<file path="src/rtl/irrigation_pkg.sv">
// Shared state encoding, default timing constants and counter-width helper
// for the irrigation sequencer.
package irrigation_pkg;

  typedef enum logic [2:0] {
    IDLE     = 3'd0,
    DEAD     = 3'd1,
    SPRINKLE = 3'd2,
    DRIP     = 3'd3,
    FAULT    = 3'd4
  } state_t;

  localparam int TICK_DIV_DEF           = 50_000_000;
  localparam int DEAD_TICKS_DEF         = 2;
  localparam int MIN_ON_TICKS_DEF       = 3;
  localparam int FILL_TIMEOUT_TICKS_DEF = 5;

  localparam int RUN_W = 3;

  // A counter that must hold the value n needs clog2(n)+1 bits.
  function automatic int cnt_w(input int n);
    return $clog2(n) + 1;
  endfunction

  localparam int DEAD_W_DEF = $clog2(DEAD_TICKS_DEF) + 1;
  localparam int ON_W_DEF   = $clog2(MIN_ON_TICKS_DEF) + 1;
  localparam int FILL_W_DEF = $clog2(FILL_TIMEOUT_TICKS_DEF) + 1;

endpackage

</file>
<file path="src/rtl/irrigation_sequencer_tick_prescaler.sv">
// Free-running prescaler: counts 0..TICK_DIV-1 and pulses tick for the one
// cycle in which the count wraps.
module tick_prescaler
  import irrigation_pkg::*;
#(
  parameter int TICK_DIV = TICK_DIV_DEF
) (
  input  logic clock,
  input  logic reset_n,
  output logic tick
);

  localparam int CNT_W = $clog2(TICK_DIV);
  localparam logic [CNT_W-1:0] CNT_LAST = CNT_W'(TICK_DIV - 1);

  logic [CNT_W-1:0] cnt;

  always_ff @(posedge clock or negedge reset_n) begin
    if (!reset_n) begin
      cnt <= '0;
    end else if (cnt == CNT_LAST) begin
      cnt <= '0;
    end else begin
      cnt <= cnt + 1'b1;
    end
  end

  assign tick = (cnt == CNT_LAST);

endmodule

</file>
<file path="src/rtl/irrigation_sequencer.sv">
// Actuator sequencer: dead time and minimum on-time between sprinkler and
// dripper runs, fault shutdown, supervised tank filling and a run counter.
module irrigation_sequencer
  import irrigation_pkg::*;
#(
  parameter int TICK_DIV           = TICK_DIV_DEF,
  parameter int DEAD_TICKS         = DEAD_TICKS_DEF,
  parameter int MIN_ON_TICKS       = MIN_ON_TICKS_DEF,
  parameter int FILL_TIMEOUT_TICKS = FILL_TIMEOUT_TICKS_DEF
) (
  input  logic             clock,
  input  logic             reset_n,
  input  logic             irrigation_on,
  input  logic             splinker_mode_on,
  input  logic             conflicting_values,
  input  logic             water_supply_request,
  input  logic             high_water_level,
  output logic             splinker_bomb,
  output logic             dripper_valvule,
  output logic             water_supply_valvule,
  output logic             fill_timeout_alarm,
  output logic             fault_active,
  output logic [RUN_W-1:0] run_count
);

  localparam int DEAD_W = cnt_w(DEAD_TICKS);
  localparam int ON_W   = cnt_w(MIN_ON_TICKS);
  localparam int FILL_W = cnt_w(FILL_TIMEOUT_TICKS);

  localparam logic [DEAD_W-1:0] DEAD_MAX = DEAD_W'(DEAD_TICKS);
  localparam logic [ON_W-1:0]   ON_MAX   = ON_W'(MIN_ON_TICKS);
  localparam logic [FILL_W-1:0] FILL_MAX = FILL_W'(FILL_TIMEOUT_TICKS);

  logic [4:0] in_p0;
  logic [4:0] in_p1;
  logic       s_irr, s_mode, s_conf, s_req, s_high;
  logic       tick;

  state_t            state, state_nxt;
  logic [DEAD_W-1:0] dead_cnt, dead_nxt;
  logic [ON_W-1:0]   on_cnt, on_nxt;
  logic              mode, mode_nxt;
  logic [RUN_W-1:0]  run_cnt, run_nxt;

  logic              bomb_d, drip_d, fault_d, valve_d;
  logic [FILL_W-1:0] fill_cnt;
  logic              fill_hit;

  // ---- stage p0/p1: two-flop input synchroniser ----
  always_ff @(posedge clock or negedge reset_n) begin
    if (!reset_n) begin
      in_p0 <= '0;
      in_p1 <= '0;
    end else begin
      in_p0 <= {irrigation_on, splinker_mode_on, conflicting_values,
                water_supply_request, high_water_level};
      in_p1 <= in_p0;
    end
  end

  assign {s_irr, s_mode, s_conf, s_req, s_high} = in_p1;

  tick_prescaler #(
    .TICK_DIV (TICK_DIV)
  ) u_prescaler (
    .clock   (clock),
    .reset_n (reset_n),
    .tick    (tick)
  );

  // ---- sequencer state and counters ----
  always_ff @(posedge clock or negedge reset_n) begin
    if (!reset_n) begin
      state    <= IDLE;
      dead_cnt <= '0;
      on_cnt   <= '0;
      mode     <= 1'b0;
      run_cnt  <= '0;
    end else begin
      state    <= state_nxt;
      dead_cnt <= dead_nxt;
      on_cnt   <= on_nxt;
      mode     <= mode_nxt;
      run_cnt  <= run_nxt;
    end
  end

  always_comb begin
    state_nxt = state;
    dead_nxt  = dead_cnt;
    on_nxt    = on_cnt;
    mode_nxt  = mode;
    run_nxt   = run_cnt;
    if (s_conf) begin
      state_nxt = FAULT;
    end else begin
      unique case (state)
        IDLE: begin
          if (s_irr) begin
            state_nxt = DEAD;
            mode_nxt  = s_mode;
            dead_nxt  = '0;
          end
        end
        DEAD: begin
          if (!s_irr) begin
            state_nxt = IDLE;
          end else if (dead_cnt == DEAD_MAX) begin
            state_nxt = mode ? SPRINKLE : DRIP;
            on_nxt    = '0;
          end else if (tick) begin
            dead_nxt = dead_cnt + 1'b1;
          end
        end
        SPRINKLE, DRIP: begin
          // Minimum on-time gates every non-fault exit; irrigation_on=0 wins.
          if (on_cnt == ON_MAX) begin
            if (!s_irr) begin
              state_nxt = IDLE;
              run_nxt   = run_cnt + 1'b1;
            end else if (s_mode != mode) begin
              state_nxt = DEAD;
              mode_nxt  = s_mode;
              dead_nxt  = '0;
              run_nxt   = run_cnt + 1'b1;
            end
          end else if (tick) begin
            on_nxt = on_cnt + 1'b1;
          end
        end
        FAULT: begin
          if (tick) begin
            state_nxt = IDLE;
          end
        end
        default: state_nxt = IDLE;
      endcase
    end
  end

  // ---- actuator decode ----
  assign fill_hit = (fill_cnt == FILL_MAX);

  always_comb begin
    bomb_d  = (state == SPRINKLE);
    drip_d  = (state == DRIP);
    fault_d = (state == FAULT);
    valve_d = s_req & ~s_high & ~fault_d & ~fill_timeout_alarm & ~fill_hit;
  end

  // ---- registered actuator outputs and fill supervision ----
  always_ff @(posedge clock or negedge reset_n) begin
    if (!reset_n) begin
      splinker_bomb        <= 1'b0;
      dripper_valvule      <= 1'b0;
      fault_active         <= 1'b0;
      water_supply_valvule <= 1'b0;
      fill_timeout_alarm   <= 1'b0;
      fill_cnt             <= '0;
      run_count            <= '0;
    end else begin
      splinker_bomb        <= bomb_d;
      dripper_valvule      <= drip_d;
      fault_active         <= fault_d;
      water_supply_valvule <= valve_d;
      run_count            <= run_cnt;
      if (water_supply_valvule && fill_hit) begin
        fill_timeout_alarm <= 1'b1;
      end
      if (!water_supply_valvule) begin
        fill_cnt <= '0;
      end else if (tick && !fill_hit) begin
        fill_cnt <= fill_cnt + 1'b1;
      end
    end
  end

endmodule

</file>
<file path="config.mk">
export PLATFORM = sky130hd
export DESIGN_NAME = irrigation_sequencer
export DESIGN_NICKNAME = d
export VERILOG_FILES = /design/src/rtl/irrigation_pkg.sv /design/src/rtl/irrigation_sequencer_tick_prescaler.sv /design/src/rtl/irrigation_sequencer.sv
export SDC_FILE = /design/constraint.sdc
export NUM_CORES = 1
export LEC_CHECK = 0
export ABC_CLOCK_PERIOD_IN_PS = 2900
export BUFFER_PORTS_ARGS = -buffer_cell sky130_fd_sc_hd__buf_2
export CAP_MARGIN = 15
export CORE_MARGIN = 2
export CORE_UTILIZATION = 40
export CTS_BUF_LIST = sky130_fd_sc_hd__clkbuf_8
export DETAILED_ROUTE_END_ITERATION = 8
export MAX_ROUTING_LAYER = met4
export SYNTH_ARGS = -nofsm -noshare
export SYNTH_HDL_FRONTEND = slang
export SYNTH_HIERARCHICAL = 1
export SYNTH_SLANG_ARGS = --single-unit
</file>
<file path="constraint.sdc">
create_clock -name clock -period 2.9 [get_ports clock]
set_input_delay 0.435 -clock clock [delete_from_list [all_inputs] [get_ports clock]]
set_output_delay 0.435 -clock clock [all_outputs]
set_load 0.01 [all_outputs]
</file>
==> Implementation_results.wiki <==
{| class="wikitable"
! Metric !! Value
|-
| Hold/Removal Path Class || in -> reg
|-
| Most common cell in the synthesized netlist || dfrtp_1
|-
| Starting density of the core || 41.4%
|-
| RSZ-0062 raised after global routing || no
|-
| Antenna-violating nets left || 0
|-
| Adder and majority cell fraction of the synthesized area || 3.56%
|-
| Clock transition at path regs || 0.07 ns
|-
| Final period utilization || 83.0%
|-
| Ranking of synthesized cells by area || dfrtp_1 53%, xnor2_1 3.7%, ha_1 3.6%, nor2_1 2.8%, xor2_1 2.8%
|-
| Number of slew-limit violations in the final report || 0
|-
| Final-report hold violation count || 0
|-
| FMAX || 415 MHz
|-
| Synthesized flop and latch total || 60
|-
| Layout cell share with drive strength beyond 1 || 18.2%
|-
| Buffer depth of the longest clock path || 2
|-
| Hold path startpoint || water_supply_request
|-
| Part of the Yosys area used for sequential elements || 53.4%
|-
| Arrival time reported for the critical path endpoint || 2.62 ns
|-
| Wire length of the first global-routing pass || 8520 µm
|-
| Synthesis Warnings || 6
|-
| Startpoint type of the worst setup path || flip-flop
|-
| MaxCap Viol Count || 0
|-
| Worst clock skew || 0.00922 ns
|-
| Number of distinct standard cells referenced by the synthesized netlist || 48
|-
| Die X-Extent || 87.8 µm
|-
| Area of the core || 6790 µm²
|-
| Routed via count divided by cell count || 4.93
|-
| Placement-stage worst setup slack || 0.485 ns
|-
| Violation count after the first detailed-routing iteration || 126
|-
| Cell type with the largest total area after synthesis || dfrtp_1
|-
| Final Routed Wirelength || 4860 µm
|-
| Post-Synthesis Cell Area || 2810 µm²
|-
| Overflow left after global routing || 0
|-
| Largest net degree at the start of global routing || 61
|-
| Clock tree from TritonCTS || built
|-
| Async SR Flop Fraction || 100%
|-
| I/O Pins || 15
|-
| Setup slack of the worst register-to-register path || 0.49 ns
|-
| Fraction of synthesized area in multiplexers || 3.07%
|-
| Count of inserted antenna diode cells || 0
|-
| Layout Area Growth over Synthesis || 13.5%
|-
| Row count || 30
|-
| Number of antenna violations at the first check in global routing || 0
|-
| Commonest cells post-synth || 60 x dfrtp_1, 21 x nor2_1, 15 x nand3_1, 14 x inv_1
|-
| Predominant post-synthesis flop cell || dfrtp_1
|-
| Result of the run || complete, no violations
|-
| Fraction of the mapped netlist area in simple logic gates || 21.3%
|-
| Count of TritonRoute iterations in the first routing pass || 4
|-
| Total track usage || 15.1%
|-
| Worst vdd ir || 0.329 mV
|-
| Worst-path maximum fanout || 7
|-
| Final weighted congestion of routability-driven global placement || 0.805
|-
| Total of buffers placed on input and output ports || 14
|-
| Setup repair bufs after CTS || 0
|-
| Setup TNS || 0 ns
|-
| First element of the critical path || u_prescaler/cnt[0]
|-
| Period minus WS final || 2.41 ns
|-
| Count of cells resized by post-cts repair || 0
|-
| Combinational family with the most area after synthesis || simple AND/OR/NAND/NOR gates
|-
| Logic depth of the worst register-to-register path || 7
|-
| Height of the die || 87.8 µm
|-
| Number of clock sinks || 60
|-
| Vias in the first global route || 1825
|-
| Data required time of the critical path || 3.12 ns
|-
| Clock network latency to the later pin of the worst-skew pair || 0.33 ns
|-
| Post-Synthesis Mean Instance Area || 11.4 µm²
|-
| Root buffer cell || clkbuf_8
|-
| DRC violations left || 0
|-
| Leakage Power || 1.40 nW
|-
| Share of the synthesized netlist area taken by xor and xnor gates || 6.54%
|-
| Fraction of the mapped netlist area in compound gates || 8.81%
|-
| Setup violation total in the final timing report || 0
|-
| Post-layout worst setup margin || 0.492 ns
|-
| Type of element capturing the critical path || flip-flop
|-
| End point of the worst hold path || in_p0[1]
|-
| Area share of the leading cell type in the synthesized netlist || 53.4%
|-
| H-tree Lvls || 3
|-
| Final #Nets || 284
|-
| Worst max-slew margin expressed relative to the limit || 50.8%
|-
| Transition time at the pin with the least slew margin || 0.739 ns
|-
| Gate Count Post-Synth || 247
|-
| Floorplan die area || 7710 µm²
|-
| Critical register-to-register path startpoint || u_prescaler/cnt[0]
|-
| Count of vias placed by the detailed router || 1824
|-
| Cells on Worst Hold Path || 1
|-
| Pwr Density || 534 nW/µm²
|-
| Average wire per cell in the routed design || 13.1 µm
|-
| Filler cell count in the final layout || 634
|-
| CTS buffer count || 9
|-
| Hold buffer count at cts || 0
|-
| Type of the setup path with the least slack || reg -> reg
|-
| Number of flops mapped to enable cells by yosys || 0
|-
| Final HPWL DP || 3280 µm
|-
| End of the worst register-to-register path || on_cnt[1]
|-
| Mapped Nets || 262
|}
-- worst max-delay path, stage by stage, from the launching register on --
cell     delay (ns)
dfrtp_1        0.42
ha_1           0.20
nand3_1        0.12
nor4_1         0.23
and4_1         0.40
inv_1          0.12
o41ai_4        0.46
mux2_4         0.33
-- power by group --
group	leakage, nW	internal [mW]	switching (mW)	total (mW)
combinational	0.501	0.00868	0.0222	0.0309
sequential	0.789	0.845	0.00684	0.852
clock	0.107	0.480	0.340	0.821
-- layout by cell type, fill, tap and decap left out, types with 2 or more instances in the layout --
| cell type | count |
|---|---|
| dfrtp_1 | 60 |
| nor2_1 | 21 |
| inv_1 | 15 |
| nand3_1 | 15 |
| buf_2 | 14 |
| xnor2_1 | 12 |
| a21oi_1 | 12 |
| nand2_1 | 11 |
| xor2_1 | 9 |
| clkbuf_8 | 9 |
| ha_1 | 8 |
| and3_1 | 7 |
| o21ai_0 | 7 |
| nand4_1 | 7 |
| mux2_4 | 5 |
| nor4_1 | 5 |
| o31ai_1 | 4 |
| or4_1 | 4 |
| nand3b_1 | 3 |
| or2b_1 | 3 |
| nor3_1 | 3 |
| or3_1 | 3 |
| o21bai_1 | 2 |
| nor2b_1 | 2 |
| bufinv_16 | 2 |
| clkinvlp_4 | 2 |
| buf_4 | 2 |
| and4_1 | 2 |
-- stage by stage --
| stage | power (mW) | util [%] | hold WS, ns | std cells | area (µm²) |
|---|---|---|---|---|---|
| after floorplan | 0.876 | - | 0.139 | 247 | 2810 |
| after global placement | 0.901 | 43.8 | 0.335 | 354 | 2980 |
| after detailed placement | 0.901 | 43.8 | 0.335 | 354 | 2980 |
| after CTS | 1.73 | 47.0 | 0.183 | 370 | 3190 |
| after global routing | 1.77 | 47.0 | 0.182 | 370 | 3190 |
| final | 1.70 | 47.0 | 0.201 | 370 | 3190 |
-- per-layer routing --
| layer | up-vias | part of all wire (%) | track usage (%) |
|---|---|---|---|
| met2 | 21 | 45 | 21.8 |
| met4 | 0 | 1.7 | 7.13 |
| met5 | - | 0 | - |
| met1 | 879 | 51 | 19.8 |
| met3 | 8 | 2.6 | 3.68 |
| li1 | 916 | - | - |
-- cell type report --
type                       instances  area [µm²]  area share [%]
inverter                          14        52.6            1.65
timing repair buffer              16        85.1            2.67
tap                               96         120            3.76
clock inverter                     7        92.6            2.90
clock buffer                       9         124            3.88
sequential                        60        1500            47.0
multi-input combinational        168        1220            38.1
-- registers in the layout (all words and copies together) (netlist names), 2 cells and up --
name,flops
state,3
u_prescaler/cnt,26
on_cnt,3
run_cnt,3
in_p1,5
in_p0,5
fill_cnt,4
run_count,3
dead_cnt,2
-- worst max-delay path by stage --
stage                     end  cells past startpoint  slack (ns)
floorplan           on_cnt[0]                      8        0.57
global placement    on_cnt[1]                      7        0.58
detailed placement  on_cnt[1]                      7        0.49
CTS                 on_cnt[1]                      7        0.46
global route        on_cnt[1]                      7        0.25
finish              on_cnt[1]                      7        0.49
-- cell families after synthesis --
family                     count (synthesis)
AOI/OAI and AO/OA                         32
buffers and inverters                     19
DFF                                       60
adders and majority gates                  8
muxes                                      6
and+or+nand+nor                          101
xor gates and xnor gates                  21
Note: power is estimated with default switching activity, not from simulation.
